**src/rtl/count_display_pkg.sv**
```systemverilog
// count_display_pkg: FSM encoding and active-high glyphs for the count display scanner.
package count_display_pkg;
  typedef enum logic [1:0] {
    GAP_TO_ONES = 2'd0,
    SHOW_ONES   = 2'd1,
    GAP_TO_TENS = 2'd2,
    SHOW_TENS   = 2'd3
  } state_e;
  localparam logic [6:0] GLYPH_0     = 7'b0111111;
  localparam logic [6:0] GLYPH_1     = 7'b0000110;
  localparam logic [6:0] GLYPH_2     = 7'b1011011;
  localparam logic [6:0] GLYPH_3     = 7'b1001111;
  localparam logic [6:0] GLYPH_4     = 7'b1100110;
  localparam logic [6:0] GLYPH_5     = 7'b1101101;
  localparam logic [6:0] GLYPH_6     = 7'b1111101;
  localparam logic [6:0] GLYPH_7     = 7'b0000111;
  localparam logic [6:0] GLYPH_8     = 7'b1111111;
  localparam logic [6:0] GLYPH_9     = 7'b1101111;
  localparam logic [6:0] GLYPH_BLANK = 7'b0000000;
endpackage

```
**src/rtl/bcd_to_7seg.sv**
```systemverilog
// bcd_to_7seg: 4-bit digit to active-high {g,f,e,d,c,b,a} glyph; codes 10-15 are blank.
module bcd_to_7seg
  import count_display_pkg::*;
(
  input  logic [3:0] digit_i,
  output logic [6:0] seg_o
);
  always_comb begin
    case (digit_i)
      4'd0:    seg_o = GLYPH_0;
      4'd1:    seg_o = GLYPH_1;
      4'd2:    seg_o = GLYPH_2;
      4'd3:    seg_o = GLYPH_3;
      4'd4:    seg_o = GLYPH_4;
      4'd5:    seg_o = GLYPH_5;
      4'd6:    seg_o = GLYPH_6;
      4'd7:    seg_o = GLYPH_7;
      4'd8:    seg_o = GLYPH_8;
      4'd9:    seg_o = GLYPH_9;
      default: seg_o = GLYPH_BLANK;
    endcase
  end
endmodule

```
**src/rtl/count_display_scanner.sv**
```systemverilog
// count_display_scanner: two-digit multiplexed 7-segment driver with per-frame
// snapshot of the upstream count and a blank gap before every digit change.
module count_display_scanner
  import count_display_pkg::*;
#(
  parameter int REFRESH_DIV    = 4,
  parameter bit SEG_ACTIVE_LOW = 1'b1
) (
  input  logic       clk,
  input  logic       reset,
  input  logic [3:0] count,
  output logic [6:0] seg,
  output logic [1:0] an,
  output logic       frame
);
  localparam int PW = REFRESH_DIV > 1 ? $clog2(REFRESH_DIV) : 1;
  localparam logic [PW-1:0] PMAX = PW'(REFRESH_DIV - 1);
  if (REFRESH_DIV < 1) begin : g_bad_div
    $error("REFRESH_DIV must be >= 1");
  end
  state_e          state_q, state_d;
  logic [PW-1:0]   pre_q, pre_d;
  logic [3:0]      snap_q, snap_d;
  logic            show, last, tens, lit_ones, lit_tens;
  logic [3:0]      ones, digit;
  logic [6:0]      glyph, seg_h;
  always_comb begin
    show    = state_q == SHOW_ONES || state_q == SHOW_TENS;
    last    = show && pre_q == PMAX;
    state_d = (!show || last) ? state_e'(state_q + 2'd1) : state_q;
    pre_d   = (show && !last) ? pre_q + 1'b1 : '0;
    snap_d  = state_q == GAP_TO_ONES ? count : snap_q;
  end
  always_ff @(posedge clk or posedge reset) begin
    if (reset) begin
      state_q <= GAP_TO_ONES;
      pre_q   <= '0;
      snap_q  <= '0;
    end else begin
      state_q <= state_d;
      pre_q   <= pre_d;
      snap_q  <= snap_d;
    end
  end
  always_comb begin
    tens     = snap_q >= 4'd10;
    ones     = tens ? snap_q - 4'd10 : snap_q;
    digit    = state_q == SHOW_TENS ? {3'b000, tens} : ones;
    lit_ones = state_q == SHOW_ONES;
    lit_tens = state_q == SHOW_TENS && tens;
  end
  bcd_to_7seg u_dec (
    .digit_i(digit),
    .seg_o  (glyph)
  );
  // Leading-zero tens and both gaps share the same all-off decode.
  always_comb begin
    seg_h = (lit_ones || lit_tens) ? glyph : GLYPH_BLANK;
    seg   = SEG_ACTIVE_LOW ? ~seg_h : seg_h;
    an    = SEG_ACTIVE_LOW ? ~{lit_tens, lit_ones} : {lit_tens, lit_ones};
    frame = lit_ones && pre_q == '0;
  end
endmodule

```
**config.mk**
```make
export PLATFORM = sky130hd
export DESIGN_NAME = count_display_scanner
export DESIGN_NICKNAME = d
export VERILOG_FILES = /design/src/rtl/count_display_pkg.sv /design/src/rtl/bcd_to_7seg.sv /design/src/rtl/count_display_scanner.sv
export SDC_FILE = /design/constraint.sdc
export NUM_CORES = 1
export LEC_CHECK = 0
export CAP_MARGIN = 15
export CORE_AREA = 4 4 45 47
export DETAILED_ROUTE_END_ITERATION = 6
export DIE_AREA = 0 0 49 51
export PLACE_DENSITY = 0.73
export SLEW_MARGIN = 15
export SYNTH_ARGS = -nofsm -noshare
export SYNTH_HDL_FRONTEND = slang
export SYNTH_SLANG_ARGS = --single-unit
```
**constraint.sdc**
```tcl
create_clock -name clk -period 2.2 [get_ports clk]
set_input_delay 0.44 -clock clk [delete_from_list [all_inputs] [get_ports clk]]
set_output_delay 0.44 -clock clk [all_outputs]
set_load 0.005 [all_outputs]
```
[After elaboration in Yosys (flattened, before gate mapping)]
Memory sizes are Yosys's and may differ from the RTL's.
Index checks and enable logic that the tools add are counted.
Cells by class
  add/subtract/negate cells: 3
  $lt $le $gt $ge: 1
  eq/ne operators: 3
  multiplexer cells: 4
  bitwise logic cells: 2
  reduce and logical (&&, ||, !) cells: 11
Operators by type and width (number)
  two-way mux 4 bit: 2
  two-way mux 7 bit: 1
  NOT 7 bit: 1
  adder 2 x 1 -> 2 bit (second input constant): 2
  equality test 2 bit (second input constant): 2
  greater-or-equal comparator 4 bit (second input constant): 1
  logical AND 1 bit: 4
  zero test 2 bit: 2
  subtractor 4 bit (second input constant): 1
  logical OR 1 bit: 3
  equality test 2 x 1 -> 1 bit (second input constant): 1
  zero test 1 bit: 2
  two-way mux 2 bit: 1
  NOT 2 bit: 1
Word-level totals
  register bits after elaboration: 8
  memory bits (read-only): 112
  input bits: 6
  output and inout bits: 10
  logic and storage cells: 28
  memories: 1
Memories
  (name not given): words 16, width 7, rd ports 1, clocked after memory_dff 0, write ports 0, RTL line bcd_to_7seg.sv:9  | case (digit_i)

[Logic depth before layout (Yosys ltp)]
Gate-level depths: netlist of run 1.
  depth after elaboration: 6
  mapped depth: 8
  mapped depth without buffers: 7

[Cells and area by module]
A second synthesis of run 1 with hierarchy kept.
Unflattened totals
  cell total of the unflattened synthesis: 83
  area, all modules: 734.5 um^2
By module, submodules not included
  count_display_scanner: instances 1, cells each 55, area each 514.2 um^2
  bcd_to_7seg: instances 1, cells each 28, area each 220.2 um^2

[Worst setup path after synthesis of run 1]
No wires, ideal clock.
  kind: register to output
  start: register state_q[0]
  end: output port seg[3]
  arrival time: 1.646 ns
  slack: 0.114 ns
  cell stages (with the launch flop): 7
  buffers on the path: 1
  cell sequence: dfrtp_1 -> ha_1 -> buf_4 -> a21oi_1 -> inv_1 -> ha_1 -> o311ai_1
On the way
  cells in the longest elaborated chain, start to end: 5
  elaborated cells on any way between the ends: 8
Ends and longest elaborated chain
  start, declared: RTL line count_display_scanner.sv:21  | state_e state_q, state_d;
  start signal, assigned: RTL line count_display_scanner.sv:40  | state_q <= state_d;
  equality test 2 bit: RTL line count_display_scanner.sv:48, count_display_scanner.sv:50
  two-way mux 4 bit or logical AND 1 bit (tied branches): RTL line count_display_scanner.sv:48, count_display_scanner.sv:50
  memory read (16 x 7 bit) or logical OR 1 bit (tied branches)
  two-way mux 7 bit *: RTL line count_display_scanner.sv:58  | seg_h = (lit_ones || lit_tens) ? glyph : GLYPH_BLANK;
  NOT 7 bit *: RTL line count_display_scanner.sv:59  | seg = SEG_ACTIVE_LOW ? ~seg_h : seg_h;
  end, declared: RTL line count_display_scanner.sv:12  | output logic [6:0] seg,
Mark *: on every way between the ends. The rest lies on a longest branch, timed or not.

[Worst setup path after layout of run 1]
  start: register state_q[0]
  end: output port seg[4]
The elaborated chain is that of the path after synthesis.

==> results of run 1 <==
-- layer usage --
| layer | track usage, % | up-vias |
|---|---|---|
| li1 | - | 363 |
| met1 | 17.2 | 333 |
| met2 | 32.2 | 8 |
| met3 | 1.75 | 0 |
| met4 | 5.38 | 0 |
| met5 | 0 | - |
-- power groups by stage --
stage / sequential (µW) / clock (µW) / combinational [µW]
4_1_cts: 155 / 112 / 98.6
2_1_floorplan: 156 / 0 / 43.7
3_5_place_dp: 157 / 0 / 88.9
6_report: 155 / 106 / 104
3_3_place_gp: 157 / 0 / 87.2
5_1_grt: 156 / 118 / 114
-- through the flow --
stage	hold WS [ps]	cells	util [%]
2_1_floorplan	256	85	-
3_3_place_gp	450	132	62.0
3_5_place_dp	465	132	62.0
4_1_cts	431	140	70.5
5_1_grt	455	139	72.3
6_report	430	139	72.3
-- cells in the final DEF, fill, tap and decap left out, types with 2 or more instances in the layout --
cell type	synthesis	final
a21oi_1	3	2
a21oi_2	3	4
buf_2	0	7
buf_4	1	20
buf_6	2	2
clkbuf_4	0	3
clkdlybuf4s50_1	0	7
dfrtp_1	8	8
ha_1	11	4
ha_4	0	7
inv_1	13	10
inv_2	0	2
mux2_2	2	2
nand2_1	10	10
nand3_1	6	4
nand3_2	0	2
nor2_1	5	3
nor2b_4	0	2
o21ai_0	3	3
-- critical path, cell delays in order (launching register included) --
cell	delay, ps
dfrtp_1	410
ha_4	200
o211a_1	140
a21oi_2	140
buf_6	140
buf_6	90
nand2_1	40
a211o_1	300
buf_2	130
-- timing repair --
action | 4_1_cts | 5_1_grt
hold buffers | 0 | 0
resized for setup | 49 | 11
pin swaps | 8 | 9
setup buffers | 5 | 0
endpoints found under the setup margin | 7 | 8
-- cell families (layout without fill, tap and decap cells) --
logic type	count (synthesis)	count (layout)
buffers and inverters	16	53
adders and majority gates	11	11
and+or+nand+nor	27	27
DFF	8	8
xor gates and xnor gates	1	1
AOI/OAI and AO/OA	20	20
muxes	2	2
-- flip-flops by register name, indices dropped and copies added, names as in the netlist --
| signal | flops |
|---|---|
| pre_q | 2 |
| snap_q | 4 |
| state_q | 2 |
-- worst paths after layout --
check	startpoint	end	cells past startpoint
min	reset	snap_q[1]$_DFFE_PP0N_	2
min reg2reg	pre_q[0]$_DFF_PP0_	pre_q[0]$_DFF_PP0_	1
max	state_q[0]$_DFFE_PP0P_	seg[4]	8
max in group asynchronous	reset	pre_q[0]$_DFF_PP0_	2
min in group clk	pre_q[0]$_DFF_PP0_	pre_q[0]$_DFF_PP0_	1
max reg2reg	state_q[0]$_DFFE_PP0P_	state_q[0]$_DFFE_PP0P_	5
-- Yosys cell counts (all sizes together), types with 3 or more instances --
library cell,n
a21oi,6
buf,3
dfrtp,8
ha,11
inv,13
nand2,10
nand3,6
nor2,5
o21ai,4
-- cell type report --
| class | instances | area share [%] |
|---|---|---|
| clock buffers | 3 | 1.88 |
| inverters | 13 | 4.29 |
| flip-flops and latches | 8 | 16.8 |
| repair buffers | 37 | 24.0 |
| multi-input cells | 61 | 51.3 |
| well taps | 17 | 1.78 |
==> run summary, run 1 <==
First-pass GRT wire length: 3190 µm
Power share of the clock group: 29.0%
Grt ovf: 0
R2R Setup Slk: 660 ps
Met3 WL: 26 µm
Initial antenna violation count: 0
Tmin final: 2280 ps
Total GRT Usage: 16.1%
Clock Tree Buf Depth: 2
Synth area leaders: dfrtp_1, ha_1, inv_1
Final worst setup slack: -83.5 ps
Clock-pin slew on the worst setup and hold paths: 50 ps
Proportion of synthesized area in mux cells: 3.02%
RSZ-0062 raised after global routing: yes
Die footprint: 2500 µm²
Max Cap Violations: 0
CTS root buf: clkbuf_4
CP Launch Type: flip-flop
Placeable Area: 1650 µm²
# setup viols final: 5
Sw power: 95.7 µW
Setup TNS: -229 ps
P_int: 270 µW
Max_slew headroom: 69.2%
Sequential Power Share: 42.5%
Final Skew: 3.30 ps
Status: complete, but fails checks
Share of layout cells above drive strength 1: 50.0%
Hold Path Class: input pin to asynchronous set/reset pin
Largest net degree at the start of global routing: 9
Fin crit share: 104%
Met2 WL: 1110 µm
Mean Syn Cell Area: 8.79 µm²
Slew Limit Fails: 0
Filler Cell Count: 134
Total CTS buffers: 3
Vias in the first global route: 746
Pre-antenna DRT Iters: 3
Syn_nets: 102
CTS H-tree depth: 1
Max IR drop VDD: 0.289 mV
Synth warnings: 0
Post-route ant nets: 0
EDFF count, synth: 0
CP Class: flip-flop to primary output
Switching Share: 26.2%
Synthesis-to-finish area growth: 60.0%
Flops & latches, synth: 8
Cell Area, Synth: 747 µm²
Post-Synth Adder-Cell Area: 18.4%
Worst EP required: 1760 ps
Uppermost layer routed: met3
Port Buf Inserts: 15
Diodes inserted: 0
Top_reg_cell synth: dfrtp_1
Synth area leader: dfrtp_1
Final Instance Area: 1190 µm²
Post-Synth Simple-Gate Area: 16.8%
Vias: 704
Largest family of logic cells by synthesized area: compound AO/OA/AOI/OAI gates
Register area share after synthesis: 26.8%
Fmax: 438 MHz
Sink Count: 8
Distinct cell type count after synthesis: 29
Post-synth top area share: 26.8%
Post-DP HPWL: 1380 µm
Final WL: 1900 µm
Post-Synthesis Cells: 85
CP Capture Type: primary output
WP data arrival: 1840 ps
DRC: 0
Die width: 49 µm
Combinational Power Share: 28.5%
Die extent in y: 51 µm
Hold Fails Final Rpt: 0
Leakage: 0.000533 µW
Clock Latency Late Sink: 250 ps
FFs w/ async S/R, synth: 100%
I/O pin cnt: 16
Measured slew at the worst slew-check pin: 461 ps
Drt wl/cell: 13.7 µm
CP max FO: 5
Initial DRC count: 6
Storage element area: 200 µm²
Power density over the cells: 306 nW/µm²
RePlAce Congestion: 0.867
DR vias/cell: 5.06
Failing checks: setup timing
Total power: 365 µW
Post-placement cell area: 1020 µm²
FP Rows: 15
TritonCTS clock tree: built
M1 WL: 762 µm
Post-synthesis compound-gate area fraction: 23.3%
DP Worst Slack: -284 ps
Nets@finish: 141
Area of the multi-input gates: 613 µm²
XOR/XNOR Fraction of Synth Area: 1.17%
Initial Utilization: 45.2%
(Power assumes the default switching activity.)
==> run 2: changes to the inputs <==
--- a/config.mk
+++ b/config.mk
@@ -7,6 +7,7 @@
 export LEC_CHECK = 0
 export CAP_MARGIN = 15
 export CORE_AREA = 4 4 45 47
+export CTS_CLUSTER_DIAMETER = 120
 export DETAILED_ROUTE_END_ITERATION = 6
 export DIE_AREA = 0 0 49 51
 export PLACE_DENSITY = 0.73
==> results of run 2 <==
No change in the layout: final DEF, timing and power equal those of run 1.
